**config.mk**
```make
export PLATFORM = sky130hd
export DESIGN_NAME = fifo_drain_arbiter
export DESIGN_NICKNAME = d
export VERILOG_FILES = /design/src/rtl/fifo_drain_arbiter.sv
export SDC_FILE = /design/constraint.sdc
export NUM_CORES = 1
export LEC_CHECK = 0
export ABC_AREA = 1
export BUFFER_PORTS_ARGS = -buffer_cell sky130_fd_sc_hd__buf_2
export CORE_UTILIZATION = 50
export CTS_CLUSTER_DIAMETER = 200
export DETAILED_ROUTE_END_ITERATION = 7
export PLACE_DENSITY = 0.92
export SLEW_MARGIN = 30
export SYNTH_ARGS = -nofsm -noshare
export SYNTH_HDL_FRONTEND = slang
export SYNTH_SLANG_ARGS = --single-unit
```
**constraint.sdc**
```tcl
create_clock -name clk -period 4.95 [get_ports clk]
set_clock_uncertainty 0.15 [all_clocks]
set_input_delay 0 -clock clk [delete_from_list [all_inputs] [get_ports clk]]
set_output_delay 0 -clock clk [all_outputs]
set_load 0.1 [all_outputs]
```
**src/rtl/fifo_drain_arbiter.sv**
```systemverilog
// fifo_drain_arbiter
//   Round-robin read-side scheduler that shares one downstream consumer
//   between NUM_PORTS FIFOs whose read ports all run on clk.
//   A grant lasts for a burst of up to MAX_BURST pops. The words come back
//   READ_LATENCY clocks after rd_en and are merged into a single stream
//   tagged with the index of the FIFO they came from.
//
// Ports
//   clk           read clock shared by every arbitrated FIFO
//   reset         asynchronous, active-high
//   enable        allows new grants; dropping it ends the current burst
//   fifo_rd_empty per-FIFO empty flags
//   fifo_rd_data  per-FIFO read data; port i at [i*WIDTH +: WIDTH]
//   fifo_rd_en    per-FIFO read enables, one-hot or zero
//   out_valid     out_data/out_src hold a popped word this cycle
//   out_data      popped word
//   out_src       index of the FIFO out_data came from
//   grant_active  high while a burst is in progress
//   grant_id      currently or most recently granted port
module fifo_drain_arbiter #(
  parameter int unsigned NUM_PORTS    = 4,
  parameter int unsigned WIDTH        = 16,
  parameter int unsigned MAX_BURST    = 8,
  parameter int unsigned READ_LATENCY = 2,
  localparam int unsigned IDW         = $clog2(NUM_PORTS)
) (
  input  logic                       clk,
  input  logic                       reset,
  input  logic                       enable,
  input  logic [NUM_PORTS-1:0]       fifo_rd_empty,
  input  logic [NUM_PORTS*WIDTH-1:0] fifo_rd_data,
  output logic [NUM_PORTS-1:0]       fifo_rd_en,
  output logic                       out_valid,
  output logic [WIDTH-1:0]           out_data,
  output logic [IDW-1:0]             out_src,
  output logic                       grant_active,
  output logic [IDW-1:0]             grant_id
);

  localparam int unsigned CW = $clog2(MAX_BURST + 1);

  typedef enum logic {IDLE, BURST} state_t;

  state_t         state, state_nxt;
  logic [IDW-1:0] last, last_nxt, grant_nxt, sel;
  logic [CW-1:0]  count, count_nxt;
  logic           sel_found;
  logic           rd_issue;
  int unsigned    cand;

  logic [READ_LATENCY-1:0] vld_pipe;
  logic [IDW-1:0]          src_pipe [READ_LATENCY];
  logic [WIDTH-1:0]        port_word [NUM_PORTS];

  // Round-robin search starting just after the last granted port. The
  // index wraps explicitly so non-power-of-2 port counts work.
  always_comb begin
    sel       = last;
    sel_found = 1'b0;
    cand      = 0;
    for (int unsigned i = 1; i <= NUM_PORTS; i++) begin
      cand = 32'(last) + i;
      if (cand >= NUM_PORTS) cand = cand - NUM_PORTS;
      if (!sel_found && !fifo_rd_empty[IDW'(cand)]) begin
        sel       = IDW'(cand);
        sel_found = 1'b1;
      end
    end
  end

  always_ff @(posedge clk or posedge reset) begin
    if (reset) begin
      state    <= IDLE;
      grant_id <= '0;
      last     <= IDW'(NUM_PORTS - 1);
      count    <= '0;
    end else begin
      state    <= state_nxt;
      grant_id <= grant_nxt;
      last     <= last_nxt;
      count    <= count_nxt;
    end
  end

  // IDLE never pops, which leaves exactly one bubble between bursts.
  always_comb begin
    state_nxt = state;
    grant_nxt = grant_id;
    last_nxt  = last;
    count_nxt = count;
    rd_issue  = 1'b0;
    case (state)
      IDLE: begin
        if (enable && sel_found) begin
          grant_nxt = sel;
          last_nxt  = sel;
          count_nxt = '0;
          state_nxt = BURST;
        end
      end
      BURST: begin
        rd_issue = enable && !fifo_rd_empty[grant_id] && (count < CW'(MAX_BURST));
        if (rd_issue) begin
          count_nxt = count + 1'b1;
          if (count == CW'(MAX_BURST - 1)) state_nxt = IDLE;
        end else begin
          state_nxt = IDLE;
        end
      end
      default: state_nxt = IDLE;
    endcase
  end

  always_comb begin
    fifo_rd_en = '0;
    if (rd_issue) fifo_rd_en[grant_id] = 1'b1;
  end

  assign grant_active = (state == BURST);

  always_comb begin
    for (int unsigned p = 0; p < NUM_PORTS; p++) begin
      port_word[p] = fifo_rd_data[p*WIDTH +: WIDTH];
    end
  end

  // Delay line of {issued, port} that tracks the FIFO memory latency. It is
  // independent of the FSM, so words of an earlier burst still drain while
  // another port is already being granted.
  always_ff @(posedge clk or posedge reset) begin
    if (reset) begin
      vld_pipe  <= '0;
      for (int unsigned i = 0; i < READ_LATENCY; i++) src_pipe[i] <= '0;
      out_valid <= 1'b0;
      out_data  <= '0;
      out_src   <= '0;
    end else begin
      vld_pipe[0] <= rd_issue;
      src_pipe[0] <= grant_id;
      for (int unsigned i = 1; i < READ_LATENCY; i++) begin
        vld_pipe[i] <= vld_pipe[i-1];
        src_pipe[i] <= src_pipe[i-1];
      end
      out_valid <= vld_pipe[READ_LATENCY-1];
      out_src   <= src_pipe[READ_LATENCY-1];
      if (vld_pipe[READ_LATENCY-1]) out_data <= port_word[src_pipe[READ_LATENCY-1]];
    end
  end

endmodule

```
# Yosys cells after proc, flatten, opt, wreduce, memory -nomap -nowiden
# Cells that the tools add are included.
[word_totals] reg_bits=34 inputBits=71 elab_cells=87 romBits=0 out_inout_bits=26 n_memories=0 mem_bits_rw=0 latch_bits=0
[op_classes] bitwise_logic=2 shift=0 eq_ne=3 magnitude_cmp=12 muxes=36 n_reduce_logical=15 n_addsub=9 mul=0 div=0
[ops] operator="$bmux W16 S2" n=1
[ops] operator="$mux W16" n=2
[ops] operator="$mux W2" n=8
[ops] operator="$lt A2 B3 Y1 const B" n=5
[ops] operator="$mux W1" n=14
[ops] operator="$ge A3 B3 Y1 const B" n=4
[ops] operator="$mux W4" n=3
[ops] operator="$bmux W1 S2" n=5
[ops] operator="$pmux W4 S2" n=1
[ops] operator="$sub A2 B1 Y2 const B" n=4
[ops] operator="$logic_and A1 B1 Y1" n=7
[ops] operator="$add A2 B2 Y3 const B" n=2
[ops] operator="$logic_not A1 Y1" n=6
[ops] operator="$add A2 B3 Y4 const B" n=1
[ops] operator="$add A4 B1 Y4 const B" n=1
[ops] operator="$eq A4 B3 Y1 const B" n=1
[ops] operator="$ge A4 B3 Y1 const B" n=1
[ops] operator="$lt A4 B4 Y1 const B" n=1
[ops] operator="$reduce_and A2 Y1" n=2
[ops] operator="$add A2 B1 Y3 const B" n=1
[ops] operator="$not A2 Y3" n=1
[ops] operator="$demux W1 S2" n=1
[ops] operator="$ge A2 B1 Y1 const B" n=1
[ops] operator="$ne A2 B1 Y1 const B" n=1
[ops] operator="other kinds (3)" n=3

# Logic depth before layout (Yosys ltp)
# Gate-level depths: netlist of the first run.
[depth] ltp_word=17 ltp_mapped=14 depth_no_buf=13

# Worst setup path after synthesis of the first run
# OpenSTA, ideal clock, no wires.
[synth_path] path_kind="flip-flop to output port" startpoint="reg grant_id[1]" endpoint="out fifo_rd_en[0]" arrival_ns=3.738 n_path_buf=1 slack_ns=1.062 path_stages_with_launch=8 required_time_ns=4.800 cell_sequence="dfrtp_1 inv_1 a31oi_1 nand2_1 nor2_1 inv_1 buf_4 nor3_1"
[synth_between] elab_chain_cells=7 elab_cells_between_ends=12 classes_between="order compare (2); mux (6); reduce/logical (4)"
[synth_rtl] element="start, declared" line="37" text="output logic [IDW-1:0] grant_id"
[synth_rtl] element="start signal, assigned" line="79" text="grant_id <= grant_nxt;"
[synth_rtl] element="$bmux W1 S2" line="102" text="rd_issue = enable && !fifo_rd_empty[grant_id] && (count < CW'(MAX_BURST));"
[synth_rtl] element="$mux W1 (implied by the code)" line="102"
[synth_rtl] element="$logic_not A1 Y1" line="102"
[synth_rtl] element="$logic_and A1 B1 Y1 (2 in series)" line="102"
[synth_rtl] element="$mux W1" line="92" text="case (state)"
[synth_rtl] element="named net rd_issue" line="48" text="logic rd_issue;"
[synth_rtl] element="$mux W4" line="116" text="if (rd_issue) fifo_rd_en[grant_id] = 1'b1;"
[synth_rtl] element="end, declared" line="32" text="output logic [NUM_PORTS-1:0] fifo_rd_en,"
# The timed path passes the listed nets, and every way through them passes these cells. The select of a mux whose other input is x is not followed.

# Final worst setup path of the first run
[layout_path] startpoint="reg src_pipe[0] in the netlist's numbering" endpoint="reg out_data[4]"
[layout_between] elab_chain_cells=4
[layout_rtl] element="start, declared" line="52" text="logic [IDW-1:0] src_pipe [READ_LATENCY];"
[layout_rtl] element="start signal, assigned by index" line="142" text="src_pipe[i] <= src_pipe[i-1];"
[layout_rtl] element="$not A2 Y3 (implied by the code)" line="146" text="if (vld_pipe[READ_LATENCY-1]) out_data <= port_word[src_pipe[READ_LATENCY-1]];"
[layout_rtl] element="$bmux W16 S2" line="146"
[layout_rtl] element="$mux W16 (implied by the code) (2 in series)" line="146"
[layout_rtl] element="end signal, assigned" line="146"
[layout_rtl] element="end, declared" line="34" text="output logic [WIDTH-1:0] out_data,"
# No other way between the ends. The select of a mux whose other input is x is not followed.
# A chain may end at the register's enable or synchronous reset.

==> results of run 1 <==
state kept, by name (all words and copies together) (netlist names):
name          count
vld_pipe          2
count             4
src_pipe          4
out_src           2
out_data         16
grant_active      1
grant_id          2
last              2
out_valid         1
synth_stat cells, types with 2 or more instances:
cell / n / area (um^2)
sky130_fd_sc_hd__xor2_1: 2 / 17.5
sky130_fd_sc_hd__dfrtp_1: 32 / 801
sky130_fd_sc_hd__a31oi_1: 17 / 106
sky130_fd_sc_hd__buf_2: 2 / 10.0
sky130_fd_sc_hd__nand2_2: 7 / 43.8
sky130_fd_sc_hd__inv_2: 2 / 7.51
sky130_fd_sc_hd__nand3_1: 13 / 65.1
sky130_fd_sc_hd__dfstp_2: 2 / 52.6
sky130_fd_sc_hd__nand2_1: 49 / 184
sky130_fd_sc_hd__inv_1: 18 / 67.6
sky130_fd_sc_hd__clkbuf_1: 11 / 41.3
sky130_fd_sc_hd__nor3_1: 6 / 30.0
sky130_fd_sc_hd__nor2_1: 85 / 319
sky130_fd_sc_hd__buf_6: 2 / 22.5
sky130_fd_sc_hd__o21ai_0: 35 / 175
critical path: stages, from the launching register on:
cell	delay [ns]
sky130_fd_sc_hd__dfrtp_2	0.73
sky130_fd_sc_hd__inv_1	0.55
sky130_fd_sc_hd__o21ai_0	0.35
sky130_fd_sc_hd__dlygate4sd3_1	0.62
sky130_fd_sc_hd__a31oi_1	0.08
sky130_fd_sc_hd__dlygate4sd3_1	0.58
cells in the final DEF, fill, tap and decap left out:
cell	count
sky130_fd_sc_hd__a31oi_1	17
sky130_fd_sc_hd__buf_2	96
sky130_fd_sc_hd__buf_4	1
sky130_fd_sc_hd__clkbuf_1	3
sky130_fd_sc_hd__clkbuf_8	5
sky130_fd_sc_hd__clkinv_4	1
sky130_fd_sc_hd__dfrtp_1	30
sky130_fd_sc_hd__dfrtp_2	2
sky130_fd_sc_hd__dfstp_2	2
sky130_fd_sc_hd__dlygate4sd3_1	50
sky130_fd_sc_hd__ha_1	1
sky130_fd_sc_hd__inv_1	18
sky130_fd_sc_hd__inv_2	2
sky130_fd_sc_hd__inv_4	1
sky130_fd_sc_hd__nand2_1	49
sky130_fd_sc_hd__nand2_2	7
sky130_fd_sc_hd__nand3_1	13
sky130_fd_sc_hd__nand3_2	1
sky130_fd_sc_hd__nor2_1	85
sky130_fd_sc_hd__nor3_1	6
sky130_fd_sc_hd__o21ai_0	35
sky130_fd_sc_hd__o21ai_1	1
sky130_fd_sc_hd__or2_2	1
sky130_fd_sc_hd__xor2_1	2
stage by stage:
step | util | instance area (um^2) | power (uW) | setup slack (ns)
CTS | 0.814 | 3050 | 2230 | 1.54
floorplan | - | 2000 | 1630 | 1.06
finish | 0.815 | 3050 | 2310 | 1.77
global route | 0.815 | 3050 | 2440 | 1.66
detailed placement | 0.659 | 2470 | 1830 | 2.59
global placement | 0.659 | 2470 | 1800 | 2.63
power breakdown:
part	switching (uW)	internal, uW
logic	1090	456
registers	170	401
clock network	95.8	100
total	1350	957
logic make-up (layout without fill, tap and decap cells):
logic type                 count (synthesis)  count (layout)  share of synthesized area
DFF                                       34              34                      0.427
xor gates and xnor gates                   2               2                    0.00876
and+or+nand+nor                          162             162                      0.329
AOI/OAI and AO/OA                         53              53                      0.143
adders and majority gates                  1               1                    0.00626
buffers and inverters                     38             177                     0.0857
final timing paths:
| path | startpoint | to | slack [ns] | depth (start not counted) |
|---|---|---|---|---|
| worst min-delay path | src_pipe[2] | src_pipe[0] | 0.20 | 0 |
| worst max-delay path | src_pipe[0] | out_data[4] | 1.77 | 5 |
| min in group asynchronous | reset | out_data[8] | 0.21 | 4 |
| max in group asynchronous | reset | last[1] | 4.10 | 4 |
| worst max register to register | src_pipe[0] | out_data[4] | 1.77 | 5 |
| worst min register to register | src_pipe[2] | src_pipe[0] | 0.20 | 0 |
layer usage:
metal	share of wire	global-route usage
met1	0.37	0.403
met2	0.48	0.591
met3	0.10	0.0625
met4	0.055	0.182
met5	0	0
cell type report:
cell class / instances / area, um^2
repair buffers: 147 / 988
clock buffers: 8 / 80.1
well taps: 48 / 60.1
multi-input cells: 218 / 975
inverters: 22 / 90.1
flip-flops and latches: 34 / 856
fillers: 203 / 694
what timing repair did:
action / in CTS / in global routing
buffers inserted: 0 / 0
hold endpoints to repair: 51 / 0
endpoints found under the setup margin: 0 / 0
hold buffers: 50 / 0
==> load_flow_metrics.sql, run 1 <==
INSERT INTO impl_metrics (metric_group, metric, value, unit) VALUES
('logic_synthesis', 'count_of_cell_types_in_the_netlist', '22', ''),
('clocking', 'cts.clk_slew.worst_paths', '0.06', 'ns'),
('route', 'drcViolationCount', '0', ''),
('clocking', 'cts_made_buffers', '5', ''),
('logic_synthesis', 'synth_edf_count', '0', ''),
('critical_path', 'endpoint_kind', 'flop', ''),
('route', 'viasPerCell', '5.57', ''),
('placement', 'routabilityCongestion', '0.908', ''),
('placement', 'post-dp-hpwl', '3980', 'um'),
('global_route', 'track_usage', '0.344', ''),
('timing', 'timing.final.crit_share', '0.642', ''),
('finish', 'diodes', '0', ''),
('floorplan', 'design.portCount', '97', ''),
('finish', 'syn_to_final_growth', '52.5', '%'),
('floorplan', 'die_height', '65.2', 'um'),
('global_route', 'grt.overflow.total', '0', ''),
('timing', 'fmax', '315', 'MHz'),
('logic_synthesis', 'async_set_or_reset_register_ratio_after_synthesis', '1.00', ''),
('global_route', 'grt_pass1_wl', '11000', 'um'),
('floorplan', 'start_util', '0.534', ''),
('logic_synthesis', 'yosys_warnings', '0', ''),
('critical_path', 'worst_path_max_fanout', '34', ''),
('route', 'post_drt_wl_per_cell', '15.1', 'um'),
('timing', 'aggregate_negative_setup_slack', '0', 'ns'),
('clocking', 'clock_tree.root_cell', 'sky130_fd_sc_hd__clkbuf_8', ''),
('pwr', 'leakage', '0.00156', 'uW'),
('critical_path', 'timing.critical_path.arrival', '3.18', 'ns'),
('clocking', 'clock_path_buffers', '2', ''),
('clocking', 'cts.repair.resized', '0', ''),
('clocking', 'tritoncts_clock_tree', 'yes', ''),
('logic_synthesis', 'synth.net_count', '362', ''),
('critical_path', 'critical_path_type', 'reg -> reg', ''),
('timing', 'grt_setup_unrepaired', 'false', ''),
('logic_synthesis', 'ff_latch_count_synth', '34', ''),
('worst_hold_path', 'worst_hold_check_path_type', 'reg -> reg', ''),
('placement', 'placedCellCount', '419', ''),
('timing', 'timing_hold_violations_final', '0', ''),
('floorplan', 'die_w', '65.2', 'um'),
('finish', 'finalNetCount', '500', ''),
('floorplan', 'fp-row-count', '22', ''),
('pwr', 'total_power_density_per_cell_area', '758', 'mW/mm^2'),
('timing', 'timing.max_slew.rel_slack', '0.457', ''),
('finish', 'final-instance-count-excl-fill', '477', ''),
('flow_run', 'maxCapViolations', '0', ''),
('global_route', 'grt_antenna_before_repair', '0', ''),
('timing', 'whs', '0.200', 'ns'),
('global_route', 'number_of_global_route_vias_before_repair', '2413', ''),
('timing', 'setup_violation_total_in_the_final_timing_report', '0', ''),
('global_route', 'maximum_number_of_pins_on_one_net_before_global_route_repair', '35', ''),
('clocking', 'ctsHtreeMaxLevel', '2', ''),
('route', 'postRouteAntennaNets', '0', ''),
('clocking', 'cts_sinks', '34', ''),
('outcome', 'status', 'completed', ''),
('logic_synthesis', 'synthFlopType', 'sky130_fd_sc_hd__dfrtp_1', ''),
('finish', 'layout-drive-gt1-share', '0.277', ''),
('route', 'via_count_of_the_routed_design', '2659', ''),
('route', 'post_detailed_routing_wire_length', '7220', 'um'),
('logic_synthesis', 'yosysSeqAreaShare', '0.427', ''),
('route', 'drt_pass1_iterations', '7', ''),
('logic_synthesis', 'synthCells', '290', ''),
('timing', 'worst-slew-pin-transition', '0.813', 'ns'),
('floorplan', 'die-area', '0.00426', 'mm^2'),
('pwr', 'vdd.ir_drop.worst', '0.644', 'mV'),
('critical_path', 'timing.critical_path.required', '4.96', 'ns'),
('clocking', 'clk_latency', '0.27', 'ns'),
('placement', 'buffer_ports.inserted', '96', ''),
('route', 'drt_first_iter_violations', '462', ''),
('floorplan', 'core_region_area', '0.00374', 'mm^2'),
('critical_path', 'critical_path.startpoint_type', 'flop', ''),
('logic_synthesis', 'synth_area_per_cell', '6.89', 'um^2'),
('timing', 'timing.final.crit_period', '3.18', 'ns'),
('logic_synthesis', 'post_synth_instance_area', '0.00200', 'mm^2'),
('timing', 'maxSlewViolCount', '0', '');
Note: power is estimated with default switching activity, not from simulation.
==> run 2: changes to the inputs <==
--- a/config.mk
+++ b/config.mk
@@ -7,10 +7,10 @@
 export LEC_CHECK = 0
 export ABC_AREA = 1
 export BUFFER_PORTS_ARGS = -buffer_cell sky130_fd_sc_hd__buf_2
-export CORE_UTILIZATION = 50
+export CORE_UTILIZATION = 46
 export CTS_CLUSTER_DIAMETER = 200
 export DETAILED_ROUTE_END_ITERATION = 7
-export PLACE_DENSITY = 0.92
+export PLACE_DENSITY = 0.86
 export SLEW_MARGIN = 30
 export SYNTH_ARGS = -nofsm -noshare
 export SYNTH_HDL_FRONTEND = slang
==> constraint.sdc (replaced) <==
create_clock -name clk -period 2.97 [get_ports clk]
set_clock_uncertainty 0.15 [all_clocks]
set_input_delay 0 -clock clk [delete_from_list [all_inputs] [get_ports clk]]
set_output_delay 0 -clock clk [all_outputs]
set_load 0.1 [all_outputs]
==> run 2 against run 1 <==
Effect of this change:
- non-clock buffer count up 4
- count of clock-buffer cells in the layout down 1
- via count down 2.4%
- wire length up 3.7%
- combinational power up 77%
- first-iteration DRC count down 40%
- total power up 71%
- final cell count up 1.3%
- critical path depth unchanged
- fmax up 15%
- sequential power up 52%
==> load_flow_metrics.sql, run 2 (synthesized netlist as in run 1, its figures left out) <==
INSERT INTO impl_metrics (metric_group, metric, value, unit) VALUES
('floorplan', 'core_region_area', '0.00409', 'mm^2'),
('critical_path', 'endpoint_kind', 'flop', ''),
('pwr', 'total_power_density_per_cell_area', '1270', 'mW/mm^2'),
('route', 'wl_met2', '3630', 'um'),
('pwr', 'combPwrFrac', '0.690', ''),
('floorplan', 'die-area', '0.00461', 'mm^2'),
('pwr', 'design_power_total', '3950', 'uW'),
('finish', 'multiInputGateArea', '995', 'um^2'),
('outcome', 'status', 'completed', ''),
('placement', 'routabilityCongestion', '0.826', ''),
('finish', 'largest_registers', 'out_data: 16 flops, count: 4 flops, src_pipe: 4 flops', ''),
('clocking', 'clock_tree.root_cell', 'sky130_fd_sc_hd__clkbuf_8', ''),
('critical_path', 'worst_path_max_fanout', '32', ''),
('clocking', 'clock_path_buffers', '2', ''),
('floorplan', 'start_util', '0.489', ''),
('finish', 'flip_flop_count_of_the_largest_register_after_layout', '16', ''),
('pwr', 'power_frac_clock', '0.090', ''),
('critical_path', 'timing.reg2reg.setup_slack', '0.22', 'ns'),
('pwr', 'vdd.ir_drop.worst', '0.799', 'mV'),
('pwr', 'switching_share', '0.582', ''),
('finish', 'register_with_the_most_flip_flops', 'out_data', ''),
('global_route', 'track_usage', '0.336', ''),
('clocking', 'cts.repair.resized', '0', ''),
('global_route', 'grt_antenna_before_repair', '0', ''),
('route', 'via_count_of_the_routed_design', '2595', ''),
('finish', 'final-seq-area', '855', 'um^2'),
('timing', 'timing.max_slew.rel_slack', '0.473', ''),
('floorplan', 'die_height', '67.9', 'um'),
('clocking', 'cts.clk_slew.worst_paths', '0.07', 'ns'),
('global_route', 'maximum_number_of_pins_on_one_net_before_global_route_repair', '35', ''),
('timing', 'grt_setup_unrepaired', 'false', ''),
('finish', 'layout.cells.most_common', 'sky130_fd_sc_hd__buf_2', ''),
('clocking', 'clk_latency', '0.29', 'ns'),
('route', 'post_detailed_routing_wire_length', '7490', 'um'),
('critical_path', 'timing.critical_path.arrival', '2.82', 'ns'),
('timing', 'worst-slew-pin-transition', '0.790', 'ns'),
('route', 'drt_pass1_iterations', '5', ''),
('route', 'post_drt_wl_per_cell', '15.5', 'um'),
('timing', 'fmax', '363', 'MHz'),
('pwr', 'seq_power_share', '0.220', ''),
('pwr', 'leakage', '0.00159', 'uW'),
('critical_path', 'timing.critical_path.required', '3.04', 'ns'),
('finish', 'syn_to_final_growth', '55.9', '%'),
('timing', 'setup_violation_total_in_the_final_timing_report', '0', ''),
('flow_run', 'maxCapViolations', '0', ''),
('floorplan', 'die_w', '67.9', 'um'),
('critical_path', 'critical_path_type', 'reg -> reg', ''),
('route', 'drcViolationCount', '0', ''),
('timing', 'timing.final.crit_share', '0.928', ''),
('route', 'maxUsedRoutingLayer', 'met4', ''),
('finish', 'finalNetCount', '504', ''),
('timing', 'timing_hold_violations_final', '0', ''),
('finish', 'fillCellCount', '283', ''),
('clocking', 'ctsHtreeMaxLevel', '2', ''),
('finish', 'diodes', '0', ''),
('placement', 'buffer_ports.inserted', '96', ''),
('route', 'met3_routed_wl', '721', 'um'),
('global_route', 'grt.overflow.total', '0', ''),
('pwr', 'internal_power', '1650', 'uW'),
('route', 'm1WireLength', '2820', 'um'),
('finish', 'layout-drive-gt1-share', '0.291', ''),
('global_route', 'number_of_global_route_vias_before_repair', '2372', ''),
('placement', 'post-dp-hpwl', '3880', 'um'),
('route', 'drt_first_iter_violations', '279', ''),
('pwr', 'switchingPower', '2300', 'uW'),
('clocking', 'tritoncts_clock_tree', 'yes', ''),
('route', 'viasPerCell', '5.37', ''),
('finish', 'layout.cells.most_common_list', 'sky130_fd_sc_hd__buf_2 (96), sky130_fd_sc_hd__nor2_1 (85), sky130_fd_sc_hd__dlygate4sd3_1 (52)', ''),
('worst_hold_path', 'worst_hold_check_path_type', 'in -> async', ''),
('clocking', 'cts_sinks', '34', ''),
('critical_path', 'critical_path.startpoint_type', 'flop', ''),
('timing', 'maxSlewViolCount', '0', ''),
('floorplan', 'fp-row-count', '23', ''),
('global_route', 'grt_pass1_wl', '11300', 'um'),
('timing', 'timing.final.crit_period', '2.75', 'ns'),
('route', 'postRouteAntennaNets', '0', ''),
('clocking', 'cts_made_buffers', '5', ''),
('finish', 'core_occupancy_in_the_finished_layout', '0.763', ''),
('floorplan', 'design.portCount', '97', '');
-- run 2: cell count changes in the layout (fill, tap and decap cells not counted), sizes merged --
cell	before	now
clkbuf	8	7
clkinv	1	2
dlygate4sd3	50	52
buf	97	99
-- run 2: power groups by stage --
| stage | combinational [uW] | sequential, uW | clock (uW) |
|---|---|---|---|
| 2_1_floorplan | 969 | 1750 | 0 |
| 3_3_place_gp | 2210 | 837 | 0 |
| 3_5_place_dp | 2250 | 851 | 0 |
| 4_1_cts | 2620 | 843 | 355 |
| 5_1_grt | 2900 | 886 | 380 |
| 6_report | 2730 | 869 | 354 |
-- run 2: cell type report --
type,instances,area share
clock inverter,1,0.00161
clock buffer,7,0.0277
timing repair buffer,151,0.328
sequential,34,0.274
inverter,22,0.0289
tap,50,0.0201
multi-input combinational,218,0.319
-- run 2: worst paths after layout --
kind                             start           to  cells past startpoint
hold / removal                   reset  out_data[5]                      4
min in group clk           vld_pipe[0]  vld_pipe[1]                      0
setup reg to reg           src_pipe[0]  out_data[1]                      5
setup / recovery           src_pipe[0]  out_data[1]                      5
max in group asynchronous        reset      last[0]                      4
hold reg to reg            vld_pipe[0]  vld_pipe[1]                      0
-- run 2: worst max-delay path, cell delays in order (launching register included) --
cell and delay (ns):
sky130_fd_sc_hd__dfrtp_1 0.38, sky130_fd_sc_hd__inv_1 0.58, sky130_fd_sc_hd__o21ai_0 0.25, sky130_fd_sc_hd__dlygate4sd3_1 0.61
sky130_fd_sc_hd__a31oi_1 0.14, sky130_fd_sc_hd__dlygate4sd3_1 0.58
-- run 2: timing repair --
action | in CTS | in global routing
buffers inserted | 0 | 0
endpoints found under the hold margin | 51 | 0
hold buffers | 52 | 0
-- run 2: through the flow --
step                setup TNS [ns]  hold slack (ns)  setup slack (ns)  area, um^2  instances
finish                           0            0.197             0.215        3120        483
global route                     0            0.210            0.0501        3120        483
CTS                              0            0.199             0.316        3120        483
detailed placement               0          -0.0342              1.04        2500        423
global placement                 0          -0.0416              1.08        2500        423
floorplan                   -0.579         -0.00988            -0.145        2020        290
-- run 2: per-layer routing --
layer	vias to the layer above	track usage
li1	1210	-
met1	1172	0.383
met2	174	0.544
met3	39	0.125
met4	0	0.180
met5	-	0
